===== src/rtl/kyber_arith_pkg.sv =====
// Shared arithmetic definitions: divider FSM state encoding and default width.
package kyber_arith_pkg;

  // Default divisor / quotient / remainder width; the dividend is twice this.
  localparam int unsigned DEFAULT_W = 6;

  // Divider FSM state type with legacy-compatible constant encodings.
  typedef logic [1:0] div_state_t;

  localparam div_state_t ST_IDLE = 2'd0;
  localparam div_state_t ST_BUSY = 2'd1;
  localparam div_state_t ST_DONE = 2'd2;

endpackage : kyber_arith_pkg


===== src/rtl/div_step_unit.sv =====
// One restoring-division step: shift the next dividend bit into the partial
// remainder and subtract the divisor if it fits.
module div_step_unit #(
  parameter int unsigned W = 6
) (
  input  logic [W-1:0] partial,
  input  logic         next_bit,
  input  logic [W-1:0] divisor,
  output logic [W-1:0] new_partial,
  output logic         q_bit
);

  logic [W:0] t;
  logic [W:0] diff;
  logic       borrow;
  logic       fits;

  assign t = {partial, next_bit};

  // The single subtractor; its carry-out is the borrow that decides the bit.
  assign {borrow, diff} = {1'b0, t} - {2'b0, divisor};

  // Without a borrow, t - divisor < divisor, so diff[W] is always 0 here;
  // folding it in keeps the full subtractor result consumed.
  assign fits = ~borrow & ~diff[W];

  assign q_bit       = fits;
  assign new_partial = fits ? diff[W-1:0] : t[W-1:0];

endmodule : div_step_unit


===== src/rtl/six_bit_divider.sv =====
// Sequential unsigned 2W/W restoring divider with valid/ready handshakes on
// both sides. Divide-by-zero and quotient overflow are detected at accept and
// reported after one cycle; otherwise the quotient is resolved MSB first over
// W cycles.
module six_bit_divider
  import kyber_arith_pkg::*;
#(
  parameter int unsigned W = DEFAULT_W
) (
  input  logic           clk,
  input  logic           rst_n,
  input  logic           in_valid,
  output logic           in_ready,
  input  logic [2*W-1:0] dividend,
  input  logic [W-1:0]   divisor,
  output logic           out_valid,
  input  logic           out_ready,
  output logic [W-1:0]   quotient,
  output logic [W-1:0]   remainder,
  output logic           div_zero,
  output logic           overflow
);

  localparam int unsigned CW = $clog2(W + 1);
  localparam logic [CW-1:0] LAST_STEP = CW'(W - 1);

  div_state_t  state;
  logic [W-1:0] partial;     // partial remainder, final remainder in DONE
  logic [W-1:0] shreg;       // dividend low half in, quotient bits out
  logic [W-1:0] divisor_q;   // divisor captured at accept
  logic [CW-1:0] step_cnt;
  logic         div_zero_q;
  logic         overflow_q;

  logic [W-1:0] hi_half;
  logic [W-1:0] lo_half;
  logic [W-1:0] step_partial;
  logic         step_bit;
  logic         accept;

  assign hi_half = dividend[2*W-1:W];
  assign lo_half = dividend[W-1:0];
  assign accept  = in_valid && (state == ST_IDLE);

  div_step_unit #(
    .W (W)
  ) u_step (
    .partial     (partial),
    .next_bit    (shreg[W-1]),
    .divisor     (divisor_q),
    .new_partial (step_partial),
    .q_bit       (step_bit)
  );

  // FSM and datapath: capture at accept, one step per BUSY cycle, hold in DONE.
  // NOTE: every register here uses <= so all next-state values are computed
  // from the pre-edge values; blocking = would chain the steps within a cycle.
  always_ff @(posedge clk or negedge rst_n) begin
    if (!rst_n) begin
      state      <= ST_IDLE;
      partial    <= '0;
      shreg      <= '0;
      divisor_q  <= '0;
      step_cnt   <= '0;
      div_zero_q <= 1'b0;
      overflow_q <= 1'b0;
    end else begin
      case (state)
        ST_IDLE: begin
          if (accept) begin
            divisor_q <= divisor;
            step_cnt  <= '0;
            if (divisor == '0) begin
              state      <= ST_DONE;
              shreg      <= '1;
              partial    <= '0;
              div_zero_q <= 1'b1;
              overflow_q <= 1'b0;
            end else if (hi_half >= divisor) begin
              state      <= ST_DONE;
              shreg      <= '1;
              partial    <= '0;
              div_zero_q <= 1'b0;
              overflow_q <= 1'b1;
            end else begin
              state      <= ST_BUSY;
              partial    <= hi_half;
              shreg      <= lo_half;
              div_zero_q <= 1'b0;
              overflow_q <= 1'b0;
            end
          end
        end

        ST_BUSY: begin
          partial  <= step_partial;
          shreg    <= {shreg[W-2:0], step_bit};
          step_cnt <= step_cnt + 1'b1;
          if (step_cnt == LAST_STEP) begin
            state <= ST_DONE;
          end
        end

        ST_DONE: begin
          if (out_ready) begin
            state    <= ST_IDLE;
            step_cnt <= '0;
          end
        end

        default: begin
          state <= ST_IDLE;
        end
      endcase
    end
  end

  assign in_ready  = (state == ST_IDLE);
  assign out_valid = (state == ST_DONE);
  assign quotient  = shreg;
  assign remainder = partial;
  assign div_zero  = div_zero_q;
  assign overflow  = overflow_q;

endmodule : six_bit_divider


===== config.mk =====
export PLATFORM = sky130hd
export DESIGN_NAME = six_bit_divider
export DESIGN_NICKNAME = d
export VERILOG_FILES = /design/src/rtl/kyber_arith_pkg.sv /design/src/rtl/div_step_unit.sv /design/src/rtl/six_bit_divider.sv
export SDC_FILE = /design/constraint.sdc
export NUM_CORES = 1
export LEC_CHECK = 0
export ABC_CLOCK_PERIOD_IN_PS = 4370
export BUFFER_PORTS_ARGS = -buffer_cell sky130_fd_sc_hd__buf_2
export CAP_MARGIN = 20
export CORE_ASPECT_RATIO = 1.4
export CORE_MARGIN = 3
export CORE_UTILIZATION = 57
export DETAILED_ROUTE_END_ITERATION = 6
export PLACE_DENSITY = 0.87
export SYNTH_ARGS = -nofsm -noshare
export SYNTH_HDL_FRONTEND = slang
export SYNTH_SLANG_ARGS = --single-unit

===== constraint.sdc =====
create_clock -name clk -period 4.37 [get_ports clk]
set_clock_uncertainty 0.05 [all_clocks]
set_input_delay 0.2185 -clock clk [delete_from_list [all_inputs] [get_ports clk]]
set_output_delay 0.2185 -clock clk [all_outputs]
set_load 0.05 [all_outputs]

==> run summary, run 1 <==
placed cell area - 1770 sq um
pin count of the biggest net entering global routing - 26
count of placed standard cells including taps - 239
maximum VDD drop - 574 uV
Util after Layout - 72.3%
Static Leak - 0.927 nW
final-report max-slew violation count - 0
fin worst setup slack - 1700 ps
initial detailed-routing violation count - 61
Max Cap Viol - 0
Tightest Pin Transition - 905 ps
endpoint required time on the critical path - 4550 ps
total of buffers placed on input and output ports - 37
Routed wire per std cell - 15.4 um
total buffers and inverters traversed by the critical path - 1
number of buffers inserted by post-CTS setup repair - 0
post-layout min period - 2670 ps
r2r setup slk - 1700 ps
worst rel slew slack - 39.6%
Distinct cells, synth - 40
worst hold-check path type - in2reg
cts-stage hold buffer count - 1
post-layout net count - 248
clock insertion delay at the later pin of the skew report - 330 ps
mean number of vias per cell - 5.88
status - finished, final reports clean
post-synthesis instance area - 1560 sq um
met2 track utilization from global routing - 42.0%
origin of the worst min-delay path - divisor[1]
y dimension of the die - 68.0 um
Synth area leader - sky130_fd_sc_hd__dfrtp_1
Overflow after GRT - 0
number of failing hold endpoints at the final stage - 0
proportion of layout cells with a drive suffix above 1 - 21.4%
post-synthesis register bit count - 25
Worst path max stage delay - 430 ps
Total Die Area - 3420 sq um
total power per unit cell area - 851 nW/um^2
power consumption - 1.54 mW
Max Freq - 374 MHz
mean instance size in the synthesized netlist - 8.98 sq um
top-area cell type share of the netlist area - 40.0%
endpoints failing setup - 0
Floorplan Core Area - 2500 sq um
RSZ-0062 raised after global routing - false
area grow syn2layout - 15.5%
number of vias in the routed layout - 1435
most utilized layer in the global route result - met2
DRC violations left - 0
capture endpoint of the worst hold path - divisor_q[1]
worst slack after detailed placement - 1770 ps
signal arrival time at the worst endpoint - 2850 ps
clock tree from TritonCTS - yes
Post-Synthesis Net Count - 211
CTS clk-pin slew, worst paths - 140 ps
global-route met1 utilization - 29.5%
final standard cell area without fillers - 1810 sq um
Routed Antenna Nets - 0
IO Pins - 38
num rows - 21
wire length of the first global-routing pass - 6.27 mm
reg-to-reg startpoint - quotient[5]
total clock buffers created by CTS - 3
number of iterations in the first detailed-routing pass - 4
RR Endpoint - remainder[3]
Inserted Diodes - 0
total wirelength of the detailed-routed design - 3.75 mm
clk root buf - sky130_fd_sc_hd__clkbuf_4
initial antenna violation count - 0
H-tree levels - 1
count of clock tree sinks - 25
non-filler cells in the finished layout - 244
Synth warnings - 0
depth of the most critical reg-to-reg path - 9
total negative slack - 0 ps
Initial Utilization - 62.6%
maximum fanout encountered on the critical timing path - 7
global routing met3 resource utilization - 3.27%
placer's final routability congestion estimate - 0.939
cells along the critical path - inv_1 > ha_1 > fa_1 > and2b_1 > o2111ai_1 > nand2b_1 > a31o_2 > and2_4 > a221o_1
share of the clock period used by the worst path - 61.2%
family with the most delay on the worst path - compound AO/OA/AOI/OAI gates
Worst Hold Depth - 3
top cells by area, synth - sky130_fd_sc_hd__dfrtp_1 40%, sky130_fd_sc_hd__ha_1 11%, sky130_fd_sc_hd__nand2_1 6.7%, sky130_fd_sc_hd__o21ai_0 6.1%, sky130_fd_sc_hd__inv_1 3.8%
placed wire-length estimate - 2.97 mm
endpoint class of the critical path - flip-flop
Total GRT Usage - 24.2%
WS Path Type - reg2reg
smallest hold slack - 56.8 ps
launching element type of the critical path - flip-flop
Cells after Synth - 174
vias in the first global route - 1418
# resized after CTS - 0
x dimension of the die - 50.3 um
sequential cell area fraction in the yosys report - 40.0%
maximum buffer depth of the clock tree - 2
cell with the largest stage delay on the worst path - sky130_fd_sc_hd__dfrtp_1
==> how the worst max path moves through the flow <==
stage                              end          from  cells past startpoint
final                     remainder[3]   quotient[5]                      9
after global routing      remainder[2]   quotient[5]                      9
after CTS                 remainder[3]   quotient[5]                      9
after detailed placement  remainder[3]   quotient[5]                      9
after global placement    remainder[3]   quotient[5]                      9
after floorplan           remainder[2]  remainder[0]                      8
==> report_power, final <==
group	leakage (nW)	internal [mW]	switching, mW	total (mW)
Clock	0.0139	0.0351	0.0736	0.109
Sequential	0.312	0.340	0.103	0.443
Combinational	0.601	0.347	0.638	0.985
Total	0.927	0.722	0.815	1.54
==> Yosys cell counts (all sizes together) <==
master / n
a211o: 1
a21boi: 1
a21o: 3
a21oi: 5
a221o: 2
a22o: 3
a22oi: 6
a31o: 1
a31oi: 3
a32o: 1
a32oi: 2
and2: 2
and2b: 2
buf: 3
clkbuf: 4
dfrtp: 25
fa: 1
ha: 14
inv: 16
nand2: 28
nand2b: 5
nand3: 5
nand3b: 1
nor2: 4
nor2b: 1
nor3: 2
nor4: 1
o2111ai: 1
o211ai: 3
o21ai: 19
o22ai: 1
o31ai: 1
o41ai: 1
or3: 1
or3b: 1
xnor2: 2
xor2: 2
==> cells in the final DEF (no fill, tap or decap), drive strengths merged, types with 3 or more instances in the layout <==
master	n
a22oi	6
ha	14
a31oi	3
nand2	28
o211ai	3
a22o	3
clkbuf	3
a21o	3
a21oi	5
nor2	4
buf	38
nand2b	5
o21ai	19
inv	16
dfrtp	25
nand3	5
==> kinds of logic after synthesis <==
family / Yosys count / share of synthesized area, %
AO/OA/AOI/OAI: 54 / 23.2
XOR/XNOR: 4 / 2.24
adder cells (fa/ha/maj): 15 / 12.5
buffers and inverters: 23 / 5.92
flip-flops: 25 / 40.0
AND/OR/NAND/NOR: 53 / 16.1
==> tightest hold or removal path, delay by kind of cell <==
family,cells,cell delay (ps)
AOI/OAI and AO/OA,1,60
buffers and inverters,1,90
and+or+nand+nor,1,40
==> layer usage <==
| metal | wire [um] | vias up | share of wire [%] |
|---|---|---|---|
| met2 | 1920 | 56 | 51 |
| li1 | - | 686 | - |
| met5 | 0 | - | 0 |
| met4 | 107 | 0 | 2.9 |
| met1 | 1530 | 680 | 41 |
| met3 | 197 | 13 | 5.3 |
==> layout make-up <==
class	instances	area, sq um
inverter	16	60.1
timing repair buffer	39	203
tap	34	42.5
clock buffer	3	22.5
fill	202	691
multi-input combinational	126	845
sequential	25	626
clock inverter	1	7.51
==> sequential cells by signal (all words and copies together) (netlist names) <==
signal / count
div_zero: 1
divisor_q: 6
overflow: 1
quotient: 6
remainder: 6
state: 2
step_cnt: 3
Note: power is estimated with default switching activity, not from simulation.
==> run 2: changes to the inputs <==
--- a/config.mk
+++ b/config.mk
@@ -5,14 +5,14 @@
 export SDC_FILE = /design/constraint.sdc
 export NUM_CORES = 1
 export LEC_CHECK = 0
-export ABC_CLOCK_PERIOD_IN_PS = 4370
+export ABC_CLOCK_PERIOD_IN_PS = 2200
 export BUFFER_PORTS_ARGS = -buffer_cell sky130_fd_sc_hd__buf_2
 export CAP_MARGIN = 20
 export CORE_ASPECT_RATIO = 1.4
 export CORE_MARGIN = 3
-export CORE_UTILIZATION = 57
+export CORE_UTILIZATION = 48
 export DETAILED_ROUTE_END_ITERATION = 6
-export PLACE_DENSITY = 0.87
+export PLACE_DENSITY = 0.79
 export SYNTH_ARGS = -nofsm -noshare
 export SYNTH_HDL_FRONTEND = slang
 export SYNTH_SLANG_ARGS = --single-unit
==> constraint.sdc (replaced) <==
create_clock -name clk -period 2.2 [get_ports clk]
set_clock_uncertainty 0.05 [all_clocks]
set_input_delay 0.11 -clock clk [delete_from_list [all_inputs] [get_ports clk]]
set_output_delay 0.11 -clock clk [all_outputs]
set_load 0.05 [all_outputs]
==> run 2 against run 1 <==
  * The run now ends with negative setup slack left
  * Non-clock buffer count up 14
  * First-iteration DRC count down 3.3%
  * Worst hold slack worse by 47 ps
  * Cell count up 7.0%
  * Critical path type unchanged
  * Largest cell class unchanged
==> run summary, run 2 (synthesized netlist as in run 1, its figures left out) <==
Util after Layout - 65.8%
commonest non-fill, non-tap cells in the layout - 37 x sky130_fd_sc_hd__buf_2, 28 x sky130_fd_sc_hd__nand2_1, 22 x sky130_fd_sc_hd__dfrtp_1, 19 x sky130_fd_sc_hd__o21ai_0
placed wire-length estimate - 3.33 mm
placer's final routability congestion estimate - 0.838
launching element type of the critical path - flip-flop
share of the clock period used by the worst path - 107%
H-tree levels - 1
Max Cap Viol - 0
cells along the critical path - ha_2 > fa_2 > and2b_1 > o2111ai_2 > nand2b_4 > a31o_4 > and2_4 > a221o_1
worst hold-check path type - in2reg
smallest hold slack - 9.53 ps
total power per unit cell area - 1750 nW/um^2
Floorplan Core Area - 2990 sq um
count of clock tree sinks - 25
number of failing hold endpoints at the final stage - 0
Inserted Diodes - 0
endpoints failing setup - 7
Worst Hold Depth - 3
reg-to-reg startpoint - divisor_q[0]
signal arrival time at the worst endpoint - 2450 ps
Total Die Area - 3990 sq um
RSZ-0062 raised after global routing - true
cell with the largest stage delay on the worst path - sky130_fd_sc_hd__dfrtp_1
origin of the worst min-delay path - divisor[2]
clk root buf - sky130_fd_sc_hd__clkbuf_8
initial detailed-routing violation count - 59
pin count of the biggest net entering global routing - 26
violations in the final reports - negative setup slack
placed cell area - 1880 sq um
status - complete, but fails checks
vias in the first global route - 1526
post-layout min period - 2350 ps
y dimension of the die - 73.5 um
final-report max-slew violation count - 0
Overflow after GRT - 0
num rows - 23
IO Pins - 38
worst rel slew slack - 58.7%
final standard cell area without fillers - 1970 sq um
number of vias in the routed layout - 1461
Routed wire per std cell - 15.6 um
capture endpoint of the worst hold path - divisor_q[2]
total wirelength of the detailed-routed design - 4.08 mm
Tightest Pin Transition - 613 ps
initial antenna violation count - 0
count of placed standard cells including taps - 253
proportion of layout cells with a drive suffix above 1 - 29.9%
Initial Utilization - 52.2%
fin worst setup slack - -149 ps
worst slack after detailed placement - -230 ps
WS Path Type - reg2reg
DRC violations left - 0
Static Leak - 1.02 nW
maximum VDD drop - 873 uV
area grow syn2layout - 25.9%
CTS clk-pin slew, worst paths - 80 ps
Worst path max stage delay - 410 ps
wire length of the first global-routing pass - 6.77 mm
mean number of vias per cell - 5.60
RR Endpoint - remainder[3]
endpoint required time on the critical path - 2300 ps
Total GRT Usage - 23.1%
number of iterations in the first detailed-routing pass - 4
r2r setup slk - -150 ps
clock insertion delay at the later pin of the skew report - 260 ps
maximum buffer depth of the clock tree - 2
non-filler cells in the finished layout - 261
power consumption - 3.45 mW
total clock buffers created by CTS - 3
Max Freq - 426 MHz
depth of the most critical reg-to-reg path - 8
x dimension of the die - 54.2 um
total negative slack - -593 ps
endpoint class of the critical path - flip-flop
total of buffers placed on input and output ports - 37
clock tree from TritonCTS - yes
post-layout net count - 262
maximum fanout encountered on the critical timing path - 6
Routed Antenna Nets - 0
most common cell after layout, fill and taps aside - sky130_fd_sc_hd__buf_2
==> run 2: changes by cell type in the layout (fill, tap and decap cells not counted), sizes merged <==
cell,previous run,this run
clkbuf,3,4
clkinvlp,1,0
buf,38,52
==> run 2: layer usage <==
layer | global-route usage, % | up-vias | wire length, um
met1 | 26.3 | 708 | 1600
met2 | 41.9 | 30 | 2250
met5 | 0 | - | 0
met4 | 9.14 | 0 | 77
li1 | - | 715 | -
met3 | 2.64 | 8 | 149
==> run 2: critical path: cells and delay by family (launching register included) <==
family	cells	cell delay, ps
adder cells (fa/ha/maj)	2	530
AO/OA/AOI/OAI	3	690
flip-flops	1	410
AND/OR/NAND/NOR	3	560
==> run 2: cell type report <==
| type | instances | area (sq um) |
|---|---|---|
| inverters | 16 | 60.1 |
| well taps | 37 | 46.3 |
| fillers | 255 | 1020 |
| clock buffers | 4 | 45.0 |
| multi-input cells | 126 | 880 |
| flip-flops and latches | 25 | 629 |
| repair buffers | 53 | 308 |
==> run 2: timing repair <==
action / in CTS / in global routing
buffers inserted: 3 / 0
setup endpoints to repair: 7 / 7
hold endpoints to repair: 25 / 0
pin swaps: 3 / 0
resized for setup: 0 / 1
hold buffers: 1 / 0
==> run 2: worst max-delay path by stage <==
| stage | from | endpoint | slack (ps) | cells after the start |
|---|---|---|---|---|
| 3_3_place_gp | divisor_q[0] | remainder[3] | -130 | 8 |
| 4_1_cts | quotient[5] | remainder[3] | -120 | 9 |
| 3_5_place_dp | divisor_q[0] | remainder[3] | -230 | 8 |
| 6_report | divisor_q[0] | remainder[3] | -150 | 8 |
| 2_1_floorplan | quotient[5] | remainder[3] | -120 | 9 |
| 5_1_grt | quotient[5] | remainder[3] | -220 | 9 |
==> run 2: report_power, final <==
part,internal [mW],switching [mW],total (mW)
Combinational,0.919,1.39,2.31
Sequential,0.681,0.191,0.872
Clock,0.129,0.141,0.271
